==> src/rtl/switch_box_pkg.sv <==
`default_nettype none
// ============================================================================
// switch_box_pkg
// ----------------------------------------------------------------------------
// Shared definitions for the configurable switch box:
//   - side codes carried in the low 3 bits of a config word
//   - loader FSM state encoding
//   - clog2 helper usable in constant expressions
//   - (side, idx) -> flat pin number mapping and word legality check
// Pin numbering: top, then right, then bottom, then left.
// Revision: 1.0 - initial release
// ============================================================================
package switch_box_pkg;

  localparam logic [2:0] SIDE_OFF    = 3'd0;
  localparam logic [2:0] SIDE_TOP    = 3'd1;
  localparam logic [2:0] SIDE_RIGHT  = 3'd2;
  localparam logic [2:0] SIDE_BOTTOM = 3'd3;
  localparam logic [2:0] SIDE_LEFT   = 3'd4;

  // Width of the flat pin number returned by map_pin; generous for any
  // practical switch box size.
  localparam int PIN_NUM_W = 16;

  typedef enum logic [1:0] {
    ST_IDLE   = 2'd0,
    ST_LOAD   = 2'd1,
    ST_COMMIT = 2'd2
  } cfg_state_t;

  typedef struct packed {
    logic                 valid;
    logic [PIN_NUM_W-1:0] pin;
  } pin_sel_t;

  function automatic int clog2(input int value);
    int r;
    r = 0;
    for (int i = 0; i < 31; i++) begin
      if ((1 << i) < value) r = i + 1;
    end
    return r;
  endfunction

  // Flat pin number for (side, idx). valid is cleared for side off,
  // illegal side codes and idx beyond the side width.
  function automatic pin_sel_t map_pin(input logic [2:0] side, input int idx,
                                       input int w_tb, input int w_lr);
    pin_sel_t sel;
    sel = '0;
    case (side)
      SIDE_TOP: begin
        sel.valid = (idx < w_tb);
        sel.pin   = PIN_NUM_W'(idx);
      end
      SIDE_RIGHT: begin
        sel.valid = (idx < w_lr);
        sel.pin   = PIN_NUM_W'(w_tb + idx);
      end
      SIDE_BOTTOM: begin
        sel.valid = (idx < w_tb);
        sel.pin   = PIN_NUM_W'(w_tb + w_lr + idx);
      end
      SIDE_LEFT: begin
        sel.valid = (idx < w_lr);
        sel.pin   = PIN_NUM_W'(2 * w_tb + w_lr + idx);
      end
      default: sel = '0;
    endcase
    return sel;
  endfunction

  // A word is legal if it is "off" (any idx) or names an existing pin.
  function automatic logic word_legal(input logic [2:0] side, input int idx,
                                      input int w_tb, input int w_lr);
    logic ok;
    case (side)
      SIDE_OFF:                ok = 1'b1;
      SIDE_TOP, SIDE_BOTTOM:   ok = (idx < w_tb);
      SIDE_RIGHT, SIDE_LEFT:   ok = (idx < w_lr);
      default:                 ok = 1'b0;
    endcase
    return ok;
  endfunction

endpackage
`default_nettype wire

==> src/rtl/switch_box_pin_mux.sv <==
`default_nettype none
// ============================================================================
// switch_box_pin_mux
// ----------------------------------------------------------------------------
// Decodes one active routing word for pin PIN and selects its source.
// Ports:
//   cfg_word  in  [CFG_W-1:0]  {idx, side} routing word for this pin
//   pin_in    in  [N_PINS-1:0] values present on all fabric pins
//   out       out              routed value (0 when not driving)
//   oe        out              drive enable for this pin
// Revision: 1.0 - initial release
// ============================================================================
module switch_box_pin_mux
  import switch_box_pkg::*;
#(
  parameter int W_TB   = 5,
  parameter int W_LR   = 4,
  parameter int CFG_W  = 6,
  parameter int N_PINS = 18,
  parameter int PIN    = 0
) (
  input  logic [CFG_W-1:0]  cfg_word,
  input  logic [N_PINS-1:0] pin_in,
  output logic              out,
  output logic              oe
);

  pin_sel_t sel;

  always_comb begin
    sel = map_pin(cfg_word[2:0], 32'(cfg_word[CFG_W-1:3]), W_TB, W_LR);
    // A self-route would form a trivial loop; treat it as off.
    oe  = sel.valid && (sel.pin != PIN_NUM_W'(PIN));
    out = 1'b0;
    for (int i = 0; i < N_PINS; i++) begin
      if (oe && (sel.pin == PIN_NUM_W'(i))) out = pin_in[i];
    end
  end

endmodule
`default_nettype wire

==> src/rtl/switch_box_cfg.sv <==
`default_nettype none
// ============================================================================
// switch_box_cfg
// ----------------------------------------------------------------------------
// Runtime-configurable fabric switch box with a handshaked loader and
// double-buffered routing tables. Words are written into a shadow table
// while the active table keeps routing; all pins switch together on the
// single commit edge.
// Ports:
//   clk, rst_n   in   clock, asynchronous active-low reset
//   pin_in       in   [N_PINS-1:0] values present on the fabric pins
//   pin_out      out  [N_PINS-1:0] values driven onto the pins
//   pin_oe       out  [N_PINS-1:0] per-pin drive enable
//   cfg_start    in   begin / restart a table load
//   cfg_valid    in   cfg_data valid
//   cfg_data     in   [CFG_W-1:0] {idx, side} word for pin cnt
//   cfg_ready    out  loader accepts a word this cycle
//   cfg_done     out  one-cycle pulse in the commit cycle
//   cfg_err      out  sticky: illegal word seen in current load
// Revision: 1.0 - initial release
// ============================================================================
module switch_box_cfg
  import switch_box_pkg::*;
#(
  parameter  int W_TB    = 5,
  parameter  int W_LR    = 4,
  parameter  int REG_OUT = 0,
  localparam int N_PINS  = 2 * W_TB + 2 * W_LR,
  localparam int IDX_RAW = clog2((W_TB > W_LR) ? W_TB : W_LR),
  localparam int IDX_W   = (IDX_RAW < 1) ? 1 : IDX_RAW,
  localparam int CFG_W   = IDX_W + 3
) (
  input  logic              clk,
  input  logic              rst_n,
  input  logic [N_PINS-1:0] pin_in,
  output logic [N_PINS-1:0] pin_out,
  output logic [N_PINS-1:0] pin_oe,
  input  logic              cfg_start,
  input  logic              cfg_valid,
  input  logic [CFG_W-1:0]  cfg_data,
  output logic              cfg_ready,
  output logic              cfg_done,
  output logic              cfg_err
);

  localparam int              CNT_W    = clog2(N_PINS + 1);
  localparam logic [CNT_W-1:0] LAST_CNT = CNT_W'(N_PINS - 1);

  cfg_state_t       state, state_nxt;
  logic [CNT_W-1:0] cnt;
  logic             restart;
  logic             accept;
  logic             word_bad;

  logic [N_PINS-1:0] route_out;
  logic [N_PINS-1:0] route_oe;

  // --------------------------------------------------------------------------
  // Loader FSM
  // --------------------------------------------------------------------------
  always_ff @(posedge clk or negedge rst_n) begin
    if (!rst_n) state <= ST_IDLE;
    else        state <= state_nxt;
  end

  always_comb begin
    state_nxt = state;
    cfg_ready = 1'b0;
    cfg_done  = 1'b0;
    restart   = 1'b0;
    accept    = 1'b0;
    case (state)
      ST_IDLE: begin
        if (cfg_start) begin
          restart   = 1'b1;
          state_nxt = ST_LOAD;
        end
      end
      ST_LOAD: begin
        cfg_ready = 1'b1;
        // A restart in the same cycle as a valid word wins; the word is dropped.
        if (cfg_start) begin
          restart = 1'b1;
        end else if (cfg_valid) begin
          accept = 1'b1;
          if (cnt == LAST_CNT) state_nxt = ST_COMMIT;
        end
      end
      ST_COMMIT: begin
        cfg_done  = 1'b1;
        state_nxt = ST_IDLE;
      end
      default: state_nxt = ST_IDLE;
    endcase
  end

  // --------------------------------------------------------------------------
  // Word counter and sticky error flag
  // --------------------------------------------------------------------------
  always_comb begin
    word_bad = !word_legal(cfg_data[2:0], 32'(cfg_data[CFG_W-1:3]), W_TB, W_LR);
  end

  always_ff @(posedge clk or negedge rst_n) begin
    if (!rst_n) begin
      cnt     <= '0;
      cfg_err <= 1'b0;
    end else if (restart) begin
      cnt     <= '0;
      cfg_err <= 1'b0;
    end else if (accept) begin
      cnt <= cnt + 1'b1;
      if (word_bad) cfg_err <= 1'b1;
    end
  end

  // --------------------------------------------------------------------------
  // Per-pin shadow/active entries and source mux
  // --------------------------------------------------------------------------
  for (genvar i = 0; i < N_PINS; i++) begin : g_entry
    logic [CFG_W-1:0] shadow_q;
    logic [CFG_W-1:0] act_q;

    // Illegal words are stored as-is; the pin mux decodes them as off.
    always_ff @(posedge clk or negedge rst_n) begin
      if (!rst_n)                               shadow_q <= '0;
      else if (accept && (cnt == CNT_W'(i)))    shadow_q <= cfg_data;
    end

    // Every entry copies on the same edge, so the table switches atomically.
    always_ff @(posedge clk or negedge rst_n) begin
      if (!rst_n)        act_q <= '0;
      else if (cfg_done) act_q <= shadow_q;
    end

    switch_box_pin_mux #(
      .W_TB   (W_TB),
      .W_LR   (W_LR),
      .CFG_W  (CFG_W),
      .N_PINS (N_PINS),
      .PIN    (i)
    ) u_mux (
      .cfg_word (act_q),
      .pin_in   (pin_in),
      .out      (route_out[i]),
      .oe       (route_oe[i])
    );
  end

  // --------------------------------------------------------------------------
  // Optional output register
  // --------------------------------------------------------------------------
  if (REG_OUT != 0) begin : g_reg_out
    always_ff @(posedge clk or negedge rst_n) begin
      if (!rst_n) begin
        pin_out <= '0;
        pin_oe  <= '0;
      end else begin
        pin_out <= route_out;
        pin_oe  <= route_oe;
      end
    end
  end else begin : g_comb_out
    assign pin_out = route_out;
    assign pin_oe  = route_oe;
  end

endmodule
`default_nettype wire
==> config.mk <==
export PLATFORM = sky130hd
export DESIGN_NAME = switch_box_cfg
export DESIGN_NICKNAME = d
export VERILOG_FILES = /design/src/rtl/switch_box_pkg.sv /design/src/rtl/switch_box_pin_mux.sv /design/src/rtl/switch_box_cfg.sv
export SDC_FILE = /design/constraint.sdc
export NUM_CORES = 1
export LEC_CHECK = 0
export CAP_MARGIN = 20
export CORE_ASPECT_RATIO = 0.5
export CORE_MARGIN = 8
export CORE_UTILIZATION = 50
export DETAILED_ROUTE_END_ITERATION = 10
export GPL_TIMING_DRIVEN = 0
export HOLD_SLACK_MARGIN = 0.05
export PLACE_DENSITY = 0.72
export SLEW_MARGIN = 20
export SYNTH_ARGS = -nofsm -noshare
export SYNTH_HDL_FRONTEND = slang
export SYNTH_SLANG_ARGS = --single-unit
==> constraint.sdc <==
create_clock -name clk -period 4.25 [get_ports clk]
set_clock_uncertainty 0.2 [all_clocks]
set_input_delay 0.85 -clock clk [delete_from_list [all_inputs] [get_ports clk]]
set_output_delay 0.85 -clock clk [all_outputs]
set_load 0.01 [all_outputs]
# [Word level (Yosys, flattened, before mapping)]
# Cells that the tools add are included.
[classes] order_cmp=38 add_sub_neg=55 mux=360 n_reduce_logical=388 eq_ne=423
[ops] op="equality test 16 x 4 -> 1 bit (second input constant)" count=144
[ops] op="case mux 17 bit (4 select lines)" count=18
[ops] op="equality test 16 x 3 -> 1 bit (second input constant)" count=72
[ops] op="equality test 16 x 2 -> 1 bit (second input constant)" count=36
[ops] op="equality test 16 x 5 -> 1 bit (second input constant)" count=36
[ops] op="logical AND 1 bit" count=360
[ops] op="2-to-1 mux 1 bit" count=334
[ops] op="equality test 16 x 1 -> 1 bit (second input constant)" count=18
[ops] op="zero test 16 bit" count=18
[ops] op="adder 4 x 3 -> 5 bit (first input constant)" count=36
[ops] op="!= test 16 x 4 -> 1 bit (second input constant)" count=8
[ops] op="equality test 3 x 2 -> 1 bit (second input constant)" count=38
[ops] op="less-than comparator 3 bit (second input constant)" count=38
[ops] op="adder 3 x 3 -> 4 bit (first input constant)" count=18
[ops] op="!= test 16 x 3 -> 1 bit (second input constant)" count=4
[ops] op="equality test 3 x 1 -> 1 bit (second input constant)" count=19
[ops] op="equality test 3 bit (second input constant)" count=19
[ops] op="equality test 5 x 4 -> 1 bit (second input constant)" count=8
[ops] op="!= test 16 x 2 -> 1 bit (second input constant)" count=2
[ops] op="!= test 16 x 5 -> 1 bit (second input constant)" count=2
[ops] op="equality test 5 x 3 -> 1 bit (second input constant)" count=4
[ops] op="!= test 16 x 1 -> 1 bit (second input constant)" count=1
[ops] op="nonzero test 16 bit" count=1
[ops] op="equality test 5 x 2 -> 1 bit (second input constant)" count=2
[ops] op="other kinds (17)" count=28
[word_totals] out_inout_bits=39 elab_cells=1303 regBits=224 in_bits=28

# [Longest topological paths before layout]
# Gate-level depths: netlist of the first run.
[depth] depth_word=23 depth_mapped=12

# [Hierarchy]
# A second synthesis of the first run with hierarchy kept.
[unflattened] cells_unflattened=2720 area_unflattened_um2=22749.3
[modules_own_cells] module="switch_box_cfg" cells_each=767 area_per_inst_um2=8690.8 n_inst=1
[modules_own_cells] module="switch_box_pin_mux (g_entry[16].u_mux)" cells_each=132 area_per_inst_um2=987.2 n_inst=1
[modules_own_cells] module="switch_box_pin_mux (g_entry[13].u_mux)" cells_each=124 area_per_inst_um2=864.6 n_inst=1
[modules_own_cells] module="switch_box_pin_mux (g_entry[10].u_mux)" cells_each=116 area_per_inst_um2=850.8 n_inst=1
[modules_own_cells] module="switch_box_pin_mux (g_entry[3].u_mux)" cells_each=111 area_per_inst_um2=849.6 n_inst=1
[modules_own_cells] module="switch_box_pin_mux (g_entry[8].u_mux)" cells_each=125 area_per_inst_um2=844.6 n_inst=1
[modules_own_cells] module="switch_box_pin_mux (g_entry[12].u_mux)" cells_each=122 area_per_inst_um2=832.0 n_inst=1
[modules_own_cells] module="switch_box_pin_mux (g_entry[11].u_mux)" cells_each=120 area_per_inst_um2=822.0 n_inst=1
[modules_own_cells] module="switch_box_pin_mux (g_entry[7].u_mux)" cells_each=111 area_per_inst_um2=783.3 n_inst=1
[modules_own_cells] module="switch_box_pin_mux (g_entry[0].u_mux)" cells_each=103 area_per_inst_um2=778.2 n_inst=1
[modules_own_cells] module="switch_box_pin_mux (g_entry[15].u_mux)" cells_each=113 area_per_inst_um2=772.0 n_inst=1
[modules_own_cells] module="switch_box_pin_mux (g_entry[6].u_mux)" cells_each=105 area_per_inst_um2=757.0 n_inst=1
[modules_own_cells] module="switch_box_pin_mux (g_entry[2].u_mux)" cells_each=100 area_per_inst_um2=732.0 n_inst=1
[modules_own_cells] module="switch_box_pin_mux (g_entry[5].u_mux)" cells_each=102 area_per_inst_um2=724.4 n_inst=1
[modules_own_cells] module="+5 rows"

# [Worst setup path before layout of the first run]
# No wires, ideal clock.
[synth_path] path_kind="reg2out" startpoint="register g_entry[7].act_q[3]" endpoint="output pin_out[7]" t_arrival_ns=2.474 path_slack_ns=0.726 required_ns=3.200 stages_incl_launch_ff=11 n_path_buf=1 path_cell_list="dfrtp_1 > ha_1 > ha_1 > mux2_2 > a22oi_1 > o22a_1 > or3_1 > nor2_1 > or4b_1 > o32ai_1 > buf_4"
[synth_via] elab_chain_len=23 elab_cells_between_ends=62 cone_classes="add/sub (3); order compare (2); eq/ne (18); mux (19); reduce/logical (20)"
[synth_lines] element="from (decl)" line_no="switch_box_cfg.sv:122" text="logic [CFG_W-1:0] act_q;"
[synth_lines] element="from (signal assigned)" line_no="switch_box_cfg.sv:133" text="else if (cfg_done) act_q <= shadow_q;"
[synth_lines] element="adder 4 x 3 -> 5 bit, or another cell as far along" line_no="switch_box_pkg.sv:66" text="sel.pin = PIN_NUM_W'(2 * w_tb + w_lr + idx);"
[synth_lines] element="case mux 17 bit (4 select lines) (*)" line_no="switch_box_pkg.sv:51" text="case (side)"
[synth_lines] element="!= test 16 x 3 -> 1 bit" line_no="switch_box_pin_mux.sv:33" text="oe = sel.valid && (sel.pin != PIN_NUM_W'(PIN));"
[synth_lines] element="logical AND 1 bit" line_no="switch_box_pin_mux.sv:33"
[synth_lines] element="logical AND 1 bit" line_no="switch_box_pin_mux.sv:36" text="if (oe && (sel.pin == PIN_NUM_W'(i))) out = pin_in[i];"
[synth_lines] element="2-to-1 mux 1 bit (17 in a row)" line_no="switch_box_pin_mux.sv:36"
[synth_lines] element="2-to-1 mux 1 bit (*)" line_no="switch_box_pin_mux.sv:36"
[synth_lines] element="to (decl)" line_no="switch_box_cfg.sv:36" text="output logic [N_PINS-1:0] pin_out,"
# Every way passes the cells marked *; elsewhere a longest branch is shown, timed or not.

# [Worst setup path after layout of the first run]
[layout_path] startpoint="register g_entry[10].act_q[4]" endpoint="output pin_out[10]"
[layout_via] elab_chain_len=23 elab_cells_between_ends=62 cone_classes="add/sub (3); order compare (2); eq/ne (18); mux (19); reduce/logical (20)"
[layout_lines] element="from (decl)" line_no="switch_box_cfg.sv:122"
[layout_lines] element="from (signal assigned)" line_no="switch_box_cfg.sv:133"
[layout_lines] element="adder 4 x 3 -> 5 bit, or another cell as far along" line_no="switch_box_pkg.sv:66"
[layout_lines] element="case mux 17 bit (4 select lines) (*)" line_no="switch_box_pkg.sv:51"
[layout_lines] element="!= test 16 x 4 -> 1 bit" line_no="switch_box_pin_mux.sv:33"
[layout_lines] element="logical AND 1 bit (*)" line_no="switch_box_pin_mux.sv:33"
[layout_lines] element="via g_entry[10].u_mux.oe" line_no="switch_box_pin_mux.sv:25" text="output logic oe"
[layout_lines] element="logical AND 1 bit" line_no="switch_box_pin_mux.sv:36"
[layout_lines] element="2-to-1 mux 1 bit (17 in a row)" line_no="switch_box_pin_mux.sv:36"
[layout_lines] element="2-to-1 mux 1 bit (*)" line_no="switch_box_pin_mux.sv:36"
# Mark *: on every way through the listed nets, which the timed path passes. The rest lies on a longest branch.

==> impl_metrics.ini, run 1 <==
[timing]
slew_violations = 0
hold_viol = 0
max_freq_mhz = 232
fin_crit_ps = 4310
setup_violations = 3
slew_headroom_pct = 18.6
worst_pin_slew_ps = 1220
post-route-period-util_pct = 101
rsz0062_at_grt = yes
timing.final.ws_setup_ps = -57.6

[critical_path]
crit_slowest_cell = dfrtp_2
worstSetupPathType = reg -> out
cp_data_arrival_time_ps = 3260
critPathMostFrequentCell = ha_1
crit_chain = ha_1 > ha_1 > xnor2_1 > a211o_1 > nor2_2 > and2_4 > a21oi_1 > nor2b_1 > o2bb2ai_2 > nand3_1 > buf_4 > dlymetal6s2s_1
cp_max_fo = 6
cp-end-kind = primary output
critPathRequiredTime_ps = 3200
cp-start-kind = flop
cp_slowest_stage_delay_ps = 460
ff2ff_path_depth = 6

[synthesis]
synth_ff_type = dfrtp_1
ys_ff_latch = 224
async_flop_share_pct = 100
synth_compound_area_share_pct = 25.0
synthSimpleGateAreaFrac_pct = 17.5
synth_adder_area_share_pct = 7.51
syn-num-nets = 2321
yosys.area_share.xor_xnor_pct = 1.86
syn_area_per_cell_um2 = 8.64
syn_inst = 2180
ys_warn_count = 0
synth_mux_area_share_pct = 11.7
synth_cell_types = 94
synth-edff-count = 0
ys_seq_area_share_pct = 29.8
syn_area_mm2 = 0.0188
synth_top_family_by_area = compound AO/OA/AOI/OAI gates

[floorplanning]
core_area_mm2 = 0.0373
die_y_um = 153
rows = 50
start_util_pct = 50.5
die_area_mm2 = 0.0445
die_w_um = 291
ios = 67

[detailed_routing]
viasPerCell = 6.61
detail_route.first_pass.iterations = 8
drt_wl_total_um = 67100
num_vias = 18900
ant_nets = 0
wl_per_cell_um = 23.5
drc = 0
drt_iter0_drc = 2361

[placed_design]
dp_hpwl_um = 43500
portBuffers = 53
post-place-ws_ps = -1710
finalWeightedCongestion = 0.959
dp_cells = 2729

[layout]
seqCellArea_mm2 = 0.00565
fillCellCount = 3069
fin_cells = 2860
area_growth_pct = 22.4
nets = 2487
multiInputGateArea_mm2 = 0.0132
drive_gt1_share_pct = 30.1

[power_and_ir_drop]
power_leakage_uw = 0.0101
sequentialPowerShare_pct = 43.7
powerDensity_mw_per_mm2 = 223
ir_drop_v = 0.000265
combPwrFrac_pct = 8.5
p_int_uw = 3780
p_clk_share_pct = 47.8
swShare_pct = 26.6
p_switching_uw = 1370

[clock_network]
worstSkewPairLatency_ps = 580
cts-buffers-inserted = 25
cts_tree = yes
htree_levels = 1
root_buffer = clkbuf_16
clock_path_buffers = 3
clk_pin_slew_ps = 70
clkSinkCount = 224

[grt]
grt_max_degree = 86
grt_pass1_vias = 17700
antenna_found_initial = 0
overflow = 0
grtUsageTotal_pct = 28.1
grt_first_pass_wirelength_um = 101000

[outcome]
status = finished with violations
violations = negative setup slack

[worst_hold_path]
hold_path.class = reg -> reg
holdPathStages = 2

[flow_run]
maxCapViolCount = 0
final timing paths:
check | startpoint | end | slack [ps]
worst max-delay path | g_entry[10].act_q[4]$_DFFE_PN0P_ | pin_out[10] | -60
worst min-delay path | g_entry[10].shadow_q[4]$_DFFE_PN0P_ | g_entry[10].act_q[4]$_DFFE_PN0P_ | 280
worst max register to register | state[1]$_DFFE_PN0P_ | g_entry[4].shadow_q[5]$_DFFE_PN0P_ | 1390
worst min register to register | g_entry[10].shadow_q[4]$_DFFE_PN0P_ | g_entry[10].act_q[4]$_DFFE_PN0P_ | 280
max in group asynchronous | rst_n | g_entry[10].act_q[5]$_DFFE_PN0P_ | 2020
min in group asynchronous | rst_n | g_entry[0].shadow_q[2]$_DFFE_PN0P_ | 570
per-layer routing:
layer	wire length (um)	global-route usage [%]	share of wire, %	vias up
met5	0	0	0	-
met4	3340	12.5	5.0	0
met3	8030	7.53	12	237
met2	28600	42.7	43	1041
met1	27200	37.3	40	9185
li1	-	-	-	8444
synth_stat cells (all sizes together) (21+ instances only):
master	count	share of area (%)
o22ai	45	1.6
nand3b	21	0.84
nand3	64	1.7
a32oi	29	1.4
nor2b	72	2.4
nor2	154	3.1
xnor2	28	1.3
nor3b	28	1.2
o21ai	152	4.0
buf	96	3.0
nand2	176	3.5
mux2	171	10
a211oi	36	1.4
ha	113	7.5
mux2i	28	1.5
a22oi	41	1.6
a31oi	62	2.1
inv	88	1.8
dfrtp	224	30
clkbuf	95	1.9
nand2b	21	0.70
a21oi	102	2.8
timing repair:
action                                  4_1_cts  5_1_grt
gates resized for setup                     287      174
setup buffers                                63       27
endpoints found under the setup margin       29       27
hold buffers                                  1        0
endpoints found under the hold margin        57        0
gates cloned                                  0        0
pin swaps                                    52       67
stage by stage:
| stage | setup TNS, ps | total power, uW | area (um2) | utilization [%] | hold WS (ps) |
|---|---|---|---|---|---|
| 3_3_place_gp | -1660990 | 2670 | 20000 | 53.6 | 253 |
| 5_1_grt | -336 | 5260 | 23100 | 61.8 | 301 |
| 4_1_cts | -348 | 5150 | 22400 | 60.1 | 276 |
| 6_report | -123 | 5150 | 23100 | 61.8 | 277 |
| 3_5_place_dp | -22420 | 2690 | 20000 | 53.8 | 260 |
| 2_1_floorplan | 0 | 2470 | 18800 | - | 244 |
power by group through the flow:
stage	clock [uW]	combinational, uW	sequential [uW]
6_report	2460	439	2250
5_1_grt	2550	452	2260
4_1_cts	2480	420	2250
3_5_place_dp	0	399	2290
3_3_place_gp	0	383	2290
2_1_floorplan	0	192	2280
critical path, delay by kind of cell (launching register included):
family,cells,cell delay [ps]
xor gates and xnor gates,1,130
DFF,1,460
AOI/OAI and AO/OA,3,610
and+or+nand+nor,4,670
adders and majority gates,2,510
buffers and inverters,2,310
registers in the layout (all words and copies together), names as in the netlist:
signal and count:
g_entry.act_q 108, g_entry.shadow_q 108, cnt 5, state 2, cfg_err 1
layout by cell type, fill, tap and decap left out, types with 61 or more instances in the layout:
cell type	n
inv_1	80
ha_1	101
a21oi_1	88
nand3_1	61
buf_4	124
nor2b_1	64
o21ai_0	132
nand2_1	173
mux2_2	170
dfrtp_1	186
nor2_1	146
cells by family after synthesis:
group,Yosys count
xor gates and xnor gates,40
DFF,224
adders and majority gates,113
buffers and inverters,281
muxes,199
AOI/OAI and AO/OA,678
and+or+nand+nor,645
layout make-up:
cell class,count,area share (%)
Multi-Input combinational cell,1675,57.1
Sequential cell,224,24.5
Timing Repair Buffer,146,5.46
Buffer,184,4.74
Clock buffer,29,2.82
Tap cell,494,2.68
Inverter,90,1.52
Clock inverter,17,1.11
Antenna cell,1,0.0109
Note: power is estimated with default switching activity, not from simulation.
==> inputs of run 2 (changes only) <==
--- a/config.mk
+++ b/config.mk
@@ -5,7 +5,6 @@
 export SDC_FILE = /design/constraint.sdc
 export NUM_CORES = 1
 export LEC_CHECK = 0
-export CAP_MARGIN = 20
 export CORE_ASPECT_RATIO = 0.5
 export CORE_MARGIN = 8
 export CORE_UTILIZATION = 50
==> results of run 2 <==
The final DEF is identical to that of run 1; final timing and power are the same.
